## config.mk

```make
export PLATFORM = sky130hd
export DESIGN_NAME = lut_neuron_cfg_loader_flat
export DESIGN_NICKNAME = d
export VERILOG_FILES = /design/src/rtl/lut_neuron_cfg_loader_if.sv /design/src/rtl/lut_neuron_cfg_loader.sv /design/src/flat_wrapper.sv
export SDC_FILE = /design/constraint.sdc
export NUM_CORES = 1
export LEC_CHECK = 0
export CAP_MARGIN = 20
export CORE_UTILIZATION = 40
export DETAILED_ROUTE_END_ITERATION = 8
export SLEW_MARGIN = 25
export SYNTH_ARGS = -nofsm -noshare
export SYNTH_HDL_FRONTEND = slang
export SYNTH_SLANG_ARGS = --single-unit
```

## constraint.sdc

```tcl
create_clock -name clk -period 2.8 [get_ports clk]
set_input_delay 0.7 -clock clk [delete_from_list [all_inputs] [get_ports clk]]
set_output_delay 0.7 -clock clk [all_outputs]
set_load 0.02 [all_outputs]
```

## src/rtl/lut_neuron_cfg_loader_if.sv

```systemverilog
// Config and lookup bundle for lut_neuron_cfg_loader; the loader sits on the slave modport.
interface lut_neuron_cfg_loader_if #(
  parameter int IN_W  = 6,
  parameter int OUT_W = 1,
  parameter int CFG_W = 8
);
  logic             cfg_start;
  logic [CFG_W-1:0] cfg_data;
  logic             cfg_valid;
  logic             cfg_ready;
  logic             cfg_done;
  logic             cfg_err;
  logic             table_valid;
  logic [IN_W-1:0]  in_data;
  logic             in_valid;
  logic             in_ready;
  logic [OUT_W-1:0] out_data;
  logic             out_valid;

  modport master (
    output cfg_start, cfg_data, cfg_valid, in_data, in_valid,
    input  cfg_ready, cfg_done, cfg_err, table_valid, in_ready, out_data, out_valid
  );

  modport slave (
    input  cfg_start, cfg_data, cfg_valid, in_data, in_valid,
    output cfg_ready, cfg_done, cfg_err, table_valid, in_ready, out_data, out_valid
  );
endinterface

```

## src/rtl/lut_neuron_cfg_loader.sv

```systemverilog
// Runtime-loadable truth-table neuron: serial beat loader plus registered table lookup.
// Define LUT_CFG_CHECKSUM_EN to require a trailing XOR checksum beat on every load.
module lut_neuron_cfg_loader #(
  parameter int IN_W  = 6,
  parameter int OUT_W = 1,
  parameter int CFG_W = 8
) (
  input logic                    clk,
  input logic                    rst,
  lut_neuron_cfg_loader_if.slave bus
);
  localparam int DEPTH  = 1 << IN_W;
  localparam int TBITS  = DEPTH * OUT_W;
  localparam int NBEATS = TBITS / CFG_W;
  localparam int BW     = (TBITS > 1) ? $clog2(TBITS) : 1;
  localparam int CW     = $clog2(NBEATS + 1);

  typedef enum logic [1:0] {EMPTY, LOADING, READY} state_t;

  state_t           state, state_n;
  logic [TBITS-1:0] tbl;
  logic [CW-1:0]    cnt;
  logic             load_start, beat_acc, load_ok, load_bad;
  logic             lookup_acc, last_data, wr_en;
  logic [BW-1:0]    wr_base, rd_base;
  logic [OUT_W-1:0] out_data_q;
  logic             out_valid_q, cfg_done_q, cfg_err_q, table_valid_q;

  assign last_data  = (cnt == CW'(NBEATS - 1));
  assign lookup_acc = bus.in_valid && (state == READY);
  assign wr_base    = BW'(cnt) * BW'(CFG_W);
  assign rd_base    = BW'(bus.in_data) * BW'(OUT_W);

`ifdef LUT_CFG_CHECKSUM_EN
  logic [CFG_W-1:0] csum;
  logic             data_beat;
  assign data_beat = (cnt != CW'(NBEATS));
  assign wr_en     = beat_acc && data_beat;
`else
  assign wr_en     = beat_acc;
`endif

  // A cfg_start in LOADING takes priority over a beat presented in the same cycle.
  always_comb begin
    state_n    = state;
    load_start = 1'b0;
    beat_acc   = 1'b0;
    load_ok    = 1'b0;
    load_bad   = 1'b0;
    case (state)
      EMPTY: begin
        if (bus.cfg_start) begin
          state_n    = LOADING;
          load_start = 1'b1;
        end
      end
      LOADING: begin
        if (bus.cfg_start) begin
          load_start = 1'b1;
        end else if (bus.cfg_valid) begin
          beat_acc = 1'b1;
`ifdef LUT_CFG_CHECKSUM_EN
          if (!data_beat) begin
            if (bus.cfg_data == csum) begin
              load_ok = 1'b1;
              state_n = READY;
            end else begin
              load_bad = 1'b1;
              state_n  = EMPTY;
            end
          end
`else
          if (last_data) begin
            load_ok = 1'b1;
            state_n = READY;
          end
`endif
        end
      end
      READY: begin
        if (bus.cfg_start) begin
          state_n    = LOADING;
          load_start = 1'b1;
        end
      end
      default: state_n = EMPTY;
    endcase
  end

  always_ff @(posedge clk) begin
    if (!rst) begin
      state         <= EMPTY;
      cnt           <= '0;
      tbl           <= '0;
      out_data_q    <= '0;
      out_valid_q   <= 1'b0;
      cfg_done_q    <= 1'b0;
      cfg_err_q     <= 1'b0;
      table_valid_q <= 1'b0;
`ifdef LUT_CFG_CHECKSUM_EN
      csum          <= '0;
`endif
    end else begin
      state       <= state_n;
      cfg_done_q  <= load_ok;
      out_valid_q <= lookup_acc;
      if (lookup_acc) out_data_q <= tbl[rd_base +: OUT_W];
      if (load_start) begin
        cnt           <= '0;
        table_valid_q <= 1'b0;
        cfg_err_q     <= 1'b0;
`ifdef LUT_CFG_CHECKSUM_EN
        csum          <= '0;
`endif
      end else if (beat_acc) begin
        cnt <= cnt + CW'(1);
      end
      if (wr_en) begin
        tbl[wr_base +: CFG_W] <= bus.cfg_data;
`ifdef LUT_CFG_CHECKSUM_EN
        csum <= csum ^ bus.cfg_data;
`endif
      end
      if (load_ok)  table_valid_q <= 1'b1;
      if (load_bad) cfg_err_q     <= 1'b1;
    end
  end

  assign bus.cfg_ready   = (state == LOADING);
  assign bus.in_ready    = (state == READY);
  assign bus.cfg_done    = cfg_done_q;
  assign bus.cfg_err     = cfg_err_q;
  assign bus.table_valid = table_valid_q;
  assign bus.out_data    = out_data_q;
  assign bus.out_valid   = out_valid_q;
endmodule

```

## src/flat_wrapper.sv

```systemverilog
// flat-port wrapper written by rule: the top's interface ports become plain ports
module lut_neuron_cfg_loader_flat 
#(
  parameter int IN_W  = 6,
  parameter int OUT_W = 1,
  parameter int CFG_W = 8
)
  (clk, rst, bus_cfg_start, bus_cfg_data, bus_cfg_valid, bus_in_data, bus_in_valid, bus_cfg_ready, bus_cfg_done, bus_cfg_err, bus_table_valid, bus_in_ready, bus_out_data, bus_out_valid);
  lut_neuron_cfg_loader_if #(.IN_W(IN_W), .OUT_W(OUT_W), .CFG_W(CFG_W)) bus_i ();
  input logic clk;
  input logic rst;
  input wire logic [$bits(bus_i.cfg_start)-1:0] bus_cfg_start;
  input wire logic [$bits(bus_i.cfg_data)-1:0] bus_cfg_data;
  input wire logic [$bits(bus_i.cfg_valid)-1:0] bus_cfg_valid;
  input wire logic [$bits(bus_i.in_data)-1:0] bus_in_data;
  input wire logic [$bits(bus_i.in_valid)-1:0] bus_in_valid;
  output wire logic [$bits(bus_i.cfg_ready)-1:0] bus_cfg_ready;
  output wire logic [$bits(bus_i.cfg_done)-1:0] bus_cfg_done;
  output wire logic [$bits(bus_i.cfg_err)-1:0] bus_cfg_err;
  output wire logic [$bits(bus_i.table_valid)-1:0] bus_table_valid;
  output wire logic [$bits(bus_i.in_ready)-1:0] bus_in_ready;
  output wire logic [$bits(bus_i.out_data)-1:0] bus_out_data;
  output wire logic [$bits(bus_i.out_valid)-1:0] bus_out_valid;
  assign bus_i.cfg_start = bus_cfg_start;
  assign bus_i.cfg_data = bus_cfg_data;
  assign bus_i.cfg_valid = bus_cfg_valid;
  assign bus_i.in_data = bus_in_data;
  assign bus_i.in_valid = bus_in_valid;
  assign bus_cfg_ready = bus_i.cfg_ready;
  assign bus_cfg_done = bus_i.cfg_done;
  assign bus_cfg_err = bus_i.cfg_err;
  assign bus_table_valid = bus_i.table_valid;
  assign bus_in_ready = bus_i.in_ready;
  assign bus_out_data = bus_i.out_data;
  assign bus_out_valid = bus_i.out_valid;
  lut_neuron_cfg_loader #(.IN_W(IN_W), .OUT_W(OUT_W), .CFG_W(CFG_W)) u_core (.clk(clk), .rst(rst), .bus(bus_i));
endmodule
```

==> results.md, run 1 <==
STA:
- The tightest hold path in the finished design has a slack of 463 ps.
- The headroom to the max-slew limit is 63.0%.
- The number of hold-slack violations in the final timing report is 0.
- The final-layout setup total negative slack is 0 ps.
- The minimum clock period is 2480 ps.
- Setup repair after global routing left no endpoint under its margin.
- Static timing analysis puts the maximum clock frequency at 0.403 GHz.
- The max-slew violation total from the final report was 0.
- The total setup violations reported at the end of the flow is 0.
- The clock arrives with 8.56 ps of skew.
- The measured slew at the worst slew-check pin is 553 ps.
- The post-route fraction of the period consumed by the critical path is 88.6%.

Power:
- For this design the ratio of total power to cell area is 510 nW/µm².
- The total power consumption of the routed design is 2.24 mW.
- The worst supply voltage drop on vdd is 210 µV.
- The leakage power figure is 1.61 nW.

Outcome:
- The run finished, with violations left.
- The final reports fail on design-rule violations.

Yosys:
- Sequential cells were found to cover 40.3% of the synthesized design area.
- In the post-synthesis netlist, the biggest area contributors are sky130_fd_sc_hd__dfxtp_1 40%, sky130_fd_sc_hd__mux2i_1 11%, sky130_fd_sc_hd__nor2b_1 7.7%, sky130_fd_sc_hd__mux4_1 7.1%, sky130_fd_sc_hd__nand2_1 5.4%.
- The number of nets in the synthesized netlist is 401.
- The most used flip-flop cell after synthesis is sky130_fd_sc_hd__dfxtp_1.
- Averaged over all synthesized cells, the footprint is 9.73 µm².
- The number of enable-type register cells in the synthesized netlist is 0.
- The synthesized netlist contains 46 unique library cells.
- The Yosys step of the flow raised 0 warnings.
- The area of the mapped netlist is 3680 µm².
- For this run, asynchronously set or reset flops after synthesis account for 0%.
- In the synthesized netlist, the number of instances is 378.
- The fraction of synthesized cell area taken by the top area cell type is 40.3%.
- The largest area contributor in the netlist is sky130_fd_sc_hd__dfxtp_1.
- Synthesis inferred 74 register bits.

Floorplanning:
- The floorplan step set the die height to 97.9 µm.
- The die width is 97.9 µm.
- For this configuration, the core starts out at a cell density of 41.8%.
- The die covers 9590 µm².
- Row generation in the floorplan step produced 34 rows.
- During I/O placement, the number of pins put on the boundary was 26.
- The core outline area is 8810 µm².

Clock tree:
- For the worst-skew pair, the clock arrives at the later sink with an insertion delay of 350 ps.
- After clock tree synthesis, the clock-pin slew on the worst setup and hold paths is 80 ps.
- The number of setup buffers added after CTS is 0.
- The number of buffers created by CTS is 9.
- The number of buffers on the longest clock path is 2.
- The H-tree generated during clock tree synthesis spans 3 levels.
- Post-CTS repair changed the size of 0 cells.
- The clock tree from TritonCTS is yes.
- Buffers inserted to repair hold after CTS numbered 0.
- Counting every sink on the clock net gives 74.
- The cell sitting at the root of the clock tree is a sky130_fd_sc_hd__clkbuf_8.

Critical path:
- In this run the worst path has a maximum fanout of 11.
- The end of the worst register-to-register path is u_core.tbl[45].
- In this run the worst setup path begins at bus_in_data[0].
- The critical path endpoint category is a flop.
- The worst setup path category is in -> reg.
- The reg-to-reg startpoint is u_core.cnt[0].
- Traced cell by cell, the critical path runs through clkdlybuf4s50_1 > buf_12 > mux4_1 > a22oi_1 > a31oi_1 > a2111o_1 > a31o_1.
- The required time of the worst setup path is 3050 ps.
- Across all register-to-register paths, the minimum setup slack is 370 ps.
- STA classifies the critical path startpoint as an input pin.
- In this run the worst setup path terminates at u_core.bus.out_data.
- The longest individual stage delay on the worst path is 560 ps.
- At the worst endpoint, the arrival time is 2730 ps.
- The worst reg2reg path depth is 8.
- The worst-path cell with the longest stage delay is sky130_fd_sc_hd__mux4_1.

Global routing:
- The total congestion overflow is 0.
- Across every metal layer, demand over resource in global routing totals 20.3%.
- The number of global-route vias before repair came to 2,865.
- The largest net degree at the start of global routing is 43.
- The global-route wire length before repair is 15.1 mm.
- The number of antenna violations at the first check in global routing is 0.

Route:
- The number of antenna-violating nets in the routed design is 0.
- The pre-antenna-repair detailed-routing pass consisted of 6 iterations.
- The wire length reported by the detailed router is 9.23 mm.
- The wire length per cell after detailed routing is 17.6 µm.
- The routed via count divided by cell count is 5.40.
- The DRC violation count after routing is 2.
- For this block, the initial DRC count from the detailed router was 134.
- The detailed router placed 2,833 vias in this run.

Placed design:
- The placed wire-length estimate after detailed placement is 6.50 mm.
- The cell area after placement is 4140 µm².
- The number of buffers added on ports is 24.
- The congestion estimate from routability-driven global placement came to 0.810.

Cells and area:
- The post-synthesis to final-layout area growth is 19.0%.
- The register area is 1480 µm².
- The net total in the final layout is 435.
- With fillers left out, the area of the finished cells amounts to 4380 µm².
- The proportion of layout cells with a drive suffix above 1 is 12.9%.
- Fill cells in the final layout number 802.
- The top cell types in the final layout, fill and taps aside, are 74 x sky130_fd_sc_hd__dfxtp_1, 53 x sky130_fd_sc_hd__nand2_1, 45 x sky130_fd_sc_hd__nor2b_1.
- The multi-input combinational cell area is 2060 µm².
- The count of inserted antenna diode cells is 0.
- The library cell used most frequently in the layout, excluding fill and tap cells, is sky130_fd_sc_hd__dfxtp_1.

Job:
- Across the run, the number of max-cap violations was 0.

Hold path:
- In this run the worst hold path is classified as reg -> reg.
-- cells in the mapped netlist, types with 2 or more instances --
cell type                  number
sky130_fd_sc_hd__nand2b_1       3
sky130_fd_sc_hd__o22ai_1        4
sky130_fd_sc_hd__a21oi_1        6
sky130_fd_sc_hd__mux2_2         6
sky130_fd_sc_hd__a311oi_1       2
sky130_fd_sc_hd__buf_2          5
sky130_fd_sc_hd__nand4_1        7
sky130_fd_sc_hd__a31oi_1        2
sky130_fd_sc_hd__inv_1          5
sky130_fd_sc_hd__ha_1           4
sky130_fd_sc_hd__nor3b_1        3
sky130_fd_sc_hd__nor3_1         4
sky130_fd_sc_hd__nand2_1       53
sky130_fd_sc_hd__nor2_1        12
sky130_fd_sc_hd__mux4_1        10
sky130_fd_sc_hd__and3_1         7
sky130_fd_sc_hd__a22oi_1        2
sky130_fd_sc_hd__and2_1         4
sky130_fd_sc_hd__clkbuf_1      15
sky130_fd_sc_hd__nor3_2         2
sky130_fd_sc_hd__nand3_1       17
sky130_fd_sc_hd__mux4_2         2
sky130_fd_sc_hd__dfxtp_1       74
sky130_fd_sc_hd__mux2i_1       39
sky130_fd_sc_hd__a21boi_0      25
sky130_fd_sc_hd__nor2b_1       45
-- worst min-delay path by stage --
stage                                 to  slack, ps            from  cells after the start
after detailed placement  u_core.tbl[29]        450  u_core.tbl[29]                      2
after floorplan           u_core.tbl[59]        440  u_core.tbl[59]                      2
final                     u_core.tbl[29]        460  u_core.tbl[29]                      2
after global routing      u_core.tbl[29]        480  u_core.tbl[29]                      2
after CTS                 u_core.tbl[61]        460  u_core.tbl[61]                      2
after global placement    u_core.tbl[63]        450  u_core.tbl[63]                      2
-- sequential cells by signal, indices dropped and copies added, names as in the netlist --
signal,flops
u_core.bus.cfg_done,1
u_core.bus.out_data,1
u_core.bus.out_valid,1
u_core.bus.table_valid,1
u_core.cnt,4
u_core.state,2
u_core.tbl,64
-- final cells by class --
class                      instances  area share (%)
tap                              108            3.08
inverter                           5           0.428
clock inverter                     7            2.66
timing repair buffer              47            10.2
clock buffer                       9            2.83
multi-input combinational        275            47.0
sequential                        74            33.8
-- worst max-delay path: cells and delay by family --
| kind | cells | cell delay [ps] |
|---|---|---|
| buffers and inverters | 2 | 650 |
| AOI/OAI and AO/OA | 4 | 810 |
| muxes | 1 | 560 |
-- kinds of logic after synthesis --
logic type	Yosys count	share of synthesized area [%]
and+or+nand+nor	164	24.0
muxes	57	20.8
other	1	0.102
DFF	74	40.3
adders and majority gates	4	1.36
xor gates and xnor gates	2	0.476
buffers and inverters	29	3.77
AOI/OAI and AO/OA	47	9.25
-- report_power, final --
group	switching, mW	internal [mW]	leakage, nW	total, mW
combinational	0.0793	0.0763	0.899	0.156
clock	0.428	0.592	0.120	1.02
sequential	0.00388	1.06	0.596	1.06
total	0.511	1.72	1.61	2.24
-- per-layer routing --
metal | vias up | track usage (%) | wire length, µm | share of wire [%]
met5 | - | 0 | 0 | 0
met4 | 0 | 7.34 | 114 | 1.2
met3 | 10 | 2.86 | 291 | 3.2
met2 | 57 | 33.0 | 4200 | 45
met1 | 1362 | 27.5 | 4630 | 50
li1 | 1404 | - | - | -
-- stage by stage --
step / setup slack [ps] / instances / utilization (%)
after CTS: 321 / 525 / 49.7
after floorplan: 375 / 378 / -
after global routing: 117 / 525 / 49.7
after detailed placement: -57.9 / 509 / 47.0
after global placement: -44.8 / 509 / 47.0
final: 319 / 525 / 49.7
(Power assumes the default switching activity.)
==> run 2, diff against run 1 <==
--- a/config.mk
+++ b/config.mk
@@ -8,6 +8,7 @@
 export CAP_MARGIN = 20
 export CORE_UTILIZATION = 40
 export DETAILED_ROUTE_END_ITERATION = 8
+export REMOVE_ABC_BUFFERS = 1
 export SLEW_MARGIN = 25
 export SYNTH_ARGS = -nofsm -noshare
 export SYNTH_HDL_FRONTEND = slang
==> run 2 against run 1 <==
  * The run still ends with design-rule violations left
  * Sequential share of layout area rose by 0.26 points
  * Clock-buffer cell count rose by 2
  * Highest routed layer unchanged
  * Setup slack improved by 12 ps
  * Cell count rose by 0.38%
  * Utilization fell by 0.38 points
==> results.md, run 2 (same netlist as run 1, synthesis figures left out) <==
Clock tree:
- The clock input transition at the sequential cells of the worst setup and hold paths is 80 ps (about the same).
- The CTS sink count is 74 (unchanged).
- The number of buffers created by CTS was 9 (unchanged).
- The number of buffers on the longest clock path is 2 (unchanged).
- The latest clock arrival within the worst-skew pair is 340 ps (was 350 ps).
- The H-tree level count is 3 (unchanged).
- The post-cts gate resize count is 0 (unchanged).
- The cell at the root of the clock tree was sky130_fd_sc_hd__clkbuf_8 (unchanged).
- The buffers inserted during post-CTS setup optimization was 0 (unchanged).
- The clock tree from TritonCTS is yes (unchanged).
- The hold buffer count at CTS was 0 (unchanged).

Critical path:
- The combined buffer and inverter count along the critical path came to 2 (unchanged).
- The critical path endpoint category is a flop (unchanged).
- The largest fanout of any net on the critical path is 8 (was 11).
- The data arrival time of the critical path is 2710 ps (was 2730 ps).
- Cell chain of the critical path: clkdlybuf4s50_1 > buf_4 > mux4_1 > a22oi_1 > a31oi_1 > a211o_1 > a31o_1 (was clkdlybuf4s50_1 > buf_12 > mux4_1 > a22oi_1 > a31oi_1 > a2111o_1 > a31o_1).
- The worst-path cell with the longest stage delay was sky130_fd_sc_hd__mux4_1 (unchanged).
- The required time of the worst setup path is 3040 ps (was 3050 ps).
- The critical path's top delay family is compound AO/OA/AOI/OAI gates (unchanged).
- The longest individual stage delay on the worst path is 560 ps (about the same).
- The worst setup path category is in -> reg (unchanged).
- The element type at the critical path start is an input pin (unchanged).

STA:
- The total setup violations reported at the end of the flow is 0 (unchanged).
- The measured slew at the worst slew-check pin is 537 ps (was 553 ps).
- The number of hold-slack violations in the final timing report is 0 (unchanged).
- The highest clock rate came to 0.405 GHz (was 0.403 GHz).
- The final worst hold slack is 461 ps (was 463 ps).
- The minimum clock period is 2470 ps (was 2480 ps).
- The largest clock skew in the final design is 6.77 ps (was 8.56 ps).
- Setup repair after global routing missed its margin: no (unchanged).
- The post-route fraction of the period consumed by the critical path is 88.2% (was 88.6%).
- The max-slew violation total from the final report is 0 (unchanged).
- The headroom to the max-slew limit is 64.2% (was 63.0%).

Power:
- The total power consumption of the routed design is 2.07 mW (was 2.24 mW).
- The part of the power in registers is 51.1% (was 47.4%).
- The reported net switching power is 485 µW (was 511 µW).
- The relative contribution of the clock network to total power is 41.3% (was 45.6%).
- The areal power density over the cells is 477 nW/µm² (was 510 nW/µm²).
- The design internal power came to 1.59 mW (was 1.72 mW).
- The leakage power figure came to 1.61 nW (about the same).
- The worst supply voltage drop on vdd was 276 µV (was 210 µV).
- The part of the power in combinational logic is 7.5% (was 7.0%).
- The switching share of power was 23.4% (was 22.9%).

Job:
- The count of max-cap constraint violations came to 0 (unchanged).

Cells and area:
- The post-synthesis to final-layout area growth is 18.1% (was 19.0%).
- The proportion of layout cells with a drive suffix above 1 was 13.4% (was 12.9%).
- The number of flip-flops in the largest register came to 64 (unchanged).
- The net total in the final layout is 437 (was 435).
- The post-route non-filler standard cell count is 527 (was 525).
- The most flop-heavy register is u_core.tbl (unchanged).
- Highest-count cells in the layout ignoring fill and taps: 74 x sky130_fd_sc_hd__dfxtp_1, 53 x sky130_fd_sc_hd__nand2_1, 45 x sky130_fd_sc_hd__nor2b_1 (unchanged).
- The number of filler cells placed in the layout is 832 (was 802).
- The most common cell after layout, fill and taps aside is sky130_fd_sc_hd__dfxtp_1 (unchanged).
- The count of inserted antenna diode cells is 0 (unchanged).
- Registers with the highest flip-flop counts: u_core.tbl x64, u_core.cnt x4, u_core.state x2 (unchanged).

Outcome:
- Violations in the final reports: design-rule violations (unchanged).
- Result of the run: finished with violations (unchanged).

Route:
- The wire length per cell after detailed routing is 17.7 µm (was 17.6 µm).
- The number of detailed-route iterations in the first pass is 6 (unchanged).
- The routed via count divided by cell count is 5.54 (was 5.40).
- The wire length reported by the detailed router came to 9.32 mm (was 9.23 mm).
- The DRC violation count after routing came to 3 (was 2).
- The number of antenna-violating nets in the routed design came to 0 (unchanged).
- The routed via count is 2,921 (was 2,833).
- The number of violations reported at the end of detailed-routing iteration 0 is 229 (was 134).

Global routing:
- The aggregate global-route resource usage is 21.1% (was 20.3%).
- The number of global-route vias before repair is 2,920 (was 2,865).
- The global-route wire length before repair is 15.6 mm (was 15.1 mm).
- The largest net degree at the start of global routing is 41 (was 43).
- The number of antenna violations at the first check in global routing was 0 (unchanged).
- The total congestion overflow is 0 (unchanged).

Placed design:
- The placed wire-length estimate after detailed placement was 6.61 mm (was 6.50 mm).
- The final estimated routing congestion in global placement is 0.864 (was 0.810).
- The number of buffers added on ports was 24 (unchanged).
- The number of placed instances with taps included came to 511 (was 509).

Floorplanning:
- The die width is 97.9 µm (unchanged).
- The top-level port count is 26 (unchanged).
- The overall die height is 97.9 µm (unchanged).
- The number of rows created at floorplan is 34 (unchanged).
- The initial standard-cell utilization of the core is 41.8% (unchanged).
- The die area was 9590 µm² (unchanged).
- The core outline area is 8810 µm² (unchanged).

Hold path:
- The class of the tightest hold or removal check was reg -> reg (unchanged).
run 2: cell types whose count changed in the layout (fill, tap and decap cells not counted), sizes merged:
cell	previous run	this run
buf	24	26
bufinv	3	1
clkbuf	9	11
clkinv	2	3
inv	6	5
run 2: path summary, 6_finish.rpt:
path,startpoint,end,slack (ps),cells past startpoint
max,bus_in_data[0],u_core.bus.out_data,330,7
min,u_core.tbl[26],u_core.tbl[26],460,2
max reg2reg,u_core.cnt[0],u_core.tbl[55],540,9
min reg2reg,u_core.tbl[26],u_core.tbl[26],460,2
run 2: power by group through the flow:
stage	sequential [mW]	combinational, mW	clock [mW]
detailed placement	1.08	0.155	0
floorplan	1.08	0.0572	0
CTS	1.06	0.156	0.870
global placement	1.08	0.155	0
finish	1.06	0.156	0.857
global route	1.06	0.168	0.919
run 2: cell type report:
cell class | count | area [µm²] | area share, %
Inverter | 5 | 18.8 | 0.432
Timing Repair Buffer | 49 | 448 | 10.3
Clock inverter | 5 | 52.6 | 1.21
Multi-Input combinational cell | 275 | 2060 | 47.4
Clock buffer | 11 | 151 | 3.48
Tap cell | 108 | 135 | 3.11
Sequential cell | 74 | 1480 | 34.1
run 2: per-stage QoR:
| step | utilization, % | cell area, µm² | TNS (ps) | worst slack [ps] |
|---|---|---|---|---|
| 2_1_floorplan | - | 3560 | -927 | -116 |
| 6_report | 49.4 | 4350 | 0 | 332 |
| 3_3_place_gp | 47.0 | 4140 | 0 | 3.13 |
| 3_5_place_dp | 47.0 | 4140 | -21.7 | -21.7 |
| 5_1_grt | 49.4 | 4350 | 0 | 248 |
| 4_1_cts | 49.4 | 4350 | 0 | 340 |
run 2: routing by layer:
| metal | part of all wire, % | global-route usage (%) |
|---|---|---|
| met5 | 0 | 0 |
| met4 | 2.4 | 8.28 |
| met1 | 47 | 27.9 |
| met3 | 4.2 | 3.94 |
| met2 | 46 | 34.0 |
run 2: worst register-to-register path: cells and delay by family (launching register included):
| kind | cells | cell delay, ps |
|---|---|---|
| AO/OA/AOI/OAI | 1 | 230 |
| adder cells (fa/ha/maj) | 2 | 590 |
| buffers and inverters | 2 | 370 |
| flip-flops | 1 | 330 |
| AND/OR/NAND/NOR | 4 | 660 |
==> run 3, diff against run 2 <==
--- a/config.mk
+++ b/config.mk
@@ -5,7 +5,7 @@
 export SDC_FILE = /design/constraint.sdc
 export NUM_CORES = 1
 export LEC_CHECK = 0
-export CAP_MARGIN = 20
+export CORE_MARGIN = 4
 export CORE_UTILIZATION = 40
 export DETAILED_ROUTE_END_ITERATION = 8
 export REMOVE_ABC_BUFFERS = 1
==> run 3 against run 2 <==
  * The flow now finishes without violations
  * Largest power group unchanged
  * Design area fell by 0.83%
  * Sequential share of layout area rose by 0.29 points
  * Utilization down 0.65 points
  * Critical path type unchanged
  * Fmax fell by 1.7%
==> results.md, run 3 (same netlist as run 1, synthesis figures left out) <==
Floorplanning:
- The core outline area is 8850 µm² (was 8810 µm²).
- The die area is 10,800 µm² (was 9590 µm²).
- The number of rows created at floorplan is 34 (unchanged).
- The die width is 104 µm (was 97.9 µm).
- The top-level port count was 26 (unchanged).
- The overall die height is 104 µm (was 97.9 µm).
- The initial standard-cell utilization of the core is 41.6% (was 41.8%).

Critical path:
- The combined buffer and inverter count along the critical path is 2 (unchanged).
- The worst-path cell with the longest stage delay was sky130_fd_sc_hd__clkdlybuf4s50_1 (was sky130_fd_sc_hd__mux4_1).
- The required time of the worst setup path is 3050 ps (was 3040 ps).
- The largest fanout of any net on the critical path is 9 (was 8).
- The critical path endpoint category is a flop (unchanged).
- The element type at the critical path start is an input pin (unchanged).
- The worst setup path category is in -> reg (unchanged).
- The longest individual stage delay on the worst path is 600 ps (was 560 ps).
- The data arrival time of the critical path came to 2760 ps (was 2710 ps).
- Cell chain of the critical path: clkdlybuf4s50_1 > buf_4 > mux4_2 > o22ai_1 > a311oi_1 > a211o_1 > a31o_1 (was clkdlybuf4s50_1 > buf_4 > mux4_1 > a22oi_1 > a31oi_1 > a211o_1 > a31o_1).
- The critical path's top delay family is buffers and inverters (was compound AO/OA/AOI/OAI gates).
- The register-to-register path setup slack was 330 ps (was 540 ps).

Placed design:
- The setup slack at placement came to -62.1 ps (was -21.7 ps).
- The placed wire-length estimate after detailed placement is 6.77 mm (was 6.61 mm).
- The final estimated routing congestion in global placement came to 0.887 (was 0.864).
- The number of buffers added on ports is 24 (unchanged).

STA:
- The highest clock rate is 0.398 GHz (was 0.405 GHz).
- The largest clock skew in the final design is 12.5 ps (was 6.77 ps).
- The number of hold-slack violations in the final timing report is 0 (unchanged).
- The post-route fraction of the period consumed by the critical path is 89.7% (was 88.2%).
- The final-layout setup total negative slack is 0 ps (unchanged).
- The slack of the critical path is 289 ps (was 332 ps).
- The total setup violations reported at the end of the flow is 0 (unchanged).
- The headroom to the max-slew limit is 61.9% (was 64.2%).
- The measured slew at the worst slew-check pin is 570 ps (was 537 ps).
- The final worst hold slack came to 470 ps (was 461 ps).
- Setup repair after global routing missed its margin: no (unchanged).
- The minimum clock period is 2510 ps (was 2470 ps).
- The max-slew violation total from the final report is 0 (unchanged).

Global routing:
- The aggregate global-route resource usage is 18.0% (was 21.1%).
- The number of global-route vias before repair is 2,870 (was 2,920).
- The global-route wire length before repair is 15.3 mm (was 15.6 mm).
- The total congestion overflow is 0 (unchanged).
- The largest net degree at the start of global routing is 28 (was 41).
- The number of antenna violations at the first check in global routing is 0 (unchanged).

Clock tree:
- The CTS sink count is 74 (unchanged).
- The number of buffers created by CTS was 9 (unchanged).
- The cell at the root of the clock tree is sky130_fd_sc_hd__clkbuf_8 (unchanged).
- The latest clock arrival within the worst-skew pair is 360 ps (was 340 ps).
- The clock input transition at the sequential cells of the worst setup and hold paths was 90 ps (was 80 ps).
- The post-cts gate resize count came to 0 (unchanged).
- The H-tree level count is 3 (unchanged).
- The buffers inserted during post-CTS setup optimization is 0 (unchanged).
- The clock tree from TritonCTS is yes (unchanged).
- The number of buffers on the longest clock path was 2 (unchanged).
- The hold buffer count at CTS is 0 (unchanged).

Cells and area:
- The most flop-heavy register is u_core.tbl (unchanged).
- The net total in the final layout is 436 (was 437).
- The count of inserted antenna diode cells is 0 (unchanged).
- The post-synthesis to final-layout area growth was 17.1% (was 18.1%).
- The proportion of layout cells with a drive suffix above 1 is 13.2% (was 13.4%).
- The most common cell after layout, fill and taps aside is sky130_fd_sc_hd__dfxtp_1 (unchanged).
- Registers with the highest flip-flop counts: u_core.tbl x64, u_core.cnt x4, u_core.state x2 (unchanged).
- Highest-count cells in the layout ignoring fill and taps: 74 x sky130_fd_sc_hd__dfxtp_1, 53 x sky130_fd_sc_hd__nand2_1, 45 x sky130_fd_sc_hd__nor2b_1 (unchanged).
- The number of flip-flops in the largest register came to 64 (unchanged).
- The final standard cell utilization of the core is 48.7% (was 49.4%).

Route:
- The number of detailed-route iterations in the first pass is 4 (was 6).
- The wire length reported by the detailed router is 9.45 mm (was 9.32 mm).
- The DRC violation count after routing is 0 (was 3).
- The number of antenna-violating nets in the routed design was 0 (unchanged).
- The wire length the detailed router placed on met1 came to 4.46 mm (was 4.43 mm).
- The routed via count came to 2,848 (was 2,921).
- The number of violations reported at the end of detailed-routing iteration 0 is 139 (was 229).
- The top routing layer in use is met4 (unchanged).
- The wire length per cell after detailed routing was 18.0 µm (was 17.7 µm).
- The total length of routed met3 wires was 394 µm (unchanged).
- The routed via count divided by cell count is 5.41 (was 5.54).
- The length of routed met2 wiring is 4.34 mm (was 4.27 mm).

Job:
- The count of max-cap constraint violations is 0 (unchanged).

Hold path:
- The class of the tightest hold or removal check is reg -> reg (unchanged).

Power:
- The leakage power figure is 1.58 nW (was 1.61 nW).
- The worst supply voltage drop on vdd came to 331 µV (was 276 µV).
- The areal power density over the cells is 466 nW/µm² (was 477 nW/µm²).

Outcome:
- Result of the run: completed (was finished with violations).
## run 3: cell count changes in the layout (fill, tap and decap cells not counted)
cell                         previous run  this run
sky130_fd_sc_hd__buf_12                 2         1
sky130_fd_sc_hd__bufinv_16              1         0
sky130_fd_sc_hd__clkbuf_8              11        10
sky130_fd_sc_hd__clkinv_2               3         0
sky130_fd_sc_hd__clkinv_4               0         3
sky130_fd_sc_hd__clkinvlp_4             1         2
sky130_fd_sc_hd__inv_6                  0         1
## run 3: path summary, 6_finish.rpt
| path | endpoint | cells past startpoint | from |
|---|---|---|---|
| max | u_core.bus.out_data | 7 | bus_in_data[2] |
| min | u_core.tbl[42] | 2 | u_core.tbl[42] |
| max reg2reg | u_core.tbl[17] | 8 | u_core.cnt[0] |
| min reg2reg | u_core.tbl[42] | 2 | u_core.tbl[42] |
## run 3: routing by layer
metal  track usage, %  vias to the layer above
li1                 -                     1413
met1             23.6                     1344
met2             28.8                       68
met3             3.85                       23
met4             7.22                        0
met5                0                        -
## run 3: stage by stage
| step | std cells | area (µm²) | power, mW |
|---|---|---|---|
| CTS | 526 | 4310 | 2.02 |
| floorplan | 354 | 3560 | 1.14 |
| finish | 526 | 4310 | 2.01 |
| global route | 526 | 4310 | 2.07 |
| global placement | 510 | 4120 | 1.24 |
| detailed placement | 510 | 4120 | 1.24 |
## run 3: final cells by class
class                   instances  area [µm²]
well taps                     108         135
flip-flops and latches         74        1480
clock inverters                 6        50.0
clock buffers                  10         138
inverters                       5        18.8
multi-input cells             275        2060
fillers                       858        4540
repair buffers                 48         428
## run 3: power breakdown
group	internal (mW)	switching, mW	leakage [nW]
Sequential	1.06	0.00370	0.596
Clock	0.353	0.437	0.0891
Combinational	0.0747	0.0828	0.894
Total	1.48	0.523	1.58
## run 3: worst reg2reg max path: stages (launching register included)
cell                      delay, ps
sky130_fd_sc_hd__dfxtp_1        520
sky130_fd_sc_hd__inv_1          210
sky130_fd_sc_hd__ha_1           270
sky130_fd_sc_hd__ha_1           390
sky130_fd_sc_hd__nor2b_1        250
sky130_fd_sc_hd__nor3b_1        220
sky130_fd_sc_hd__buf_4          230
sky130_fd_sc_hd__mux2i_1        210
sky130_fd_sc_hd__nor2b_1         60
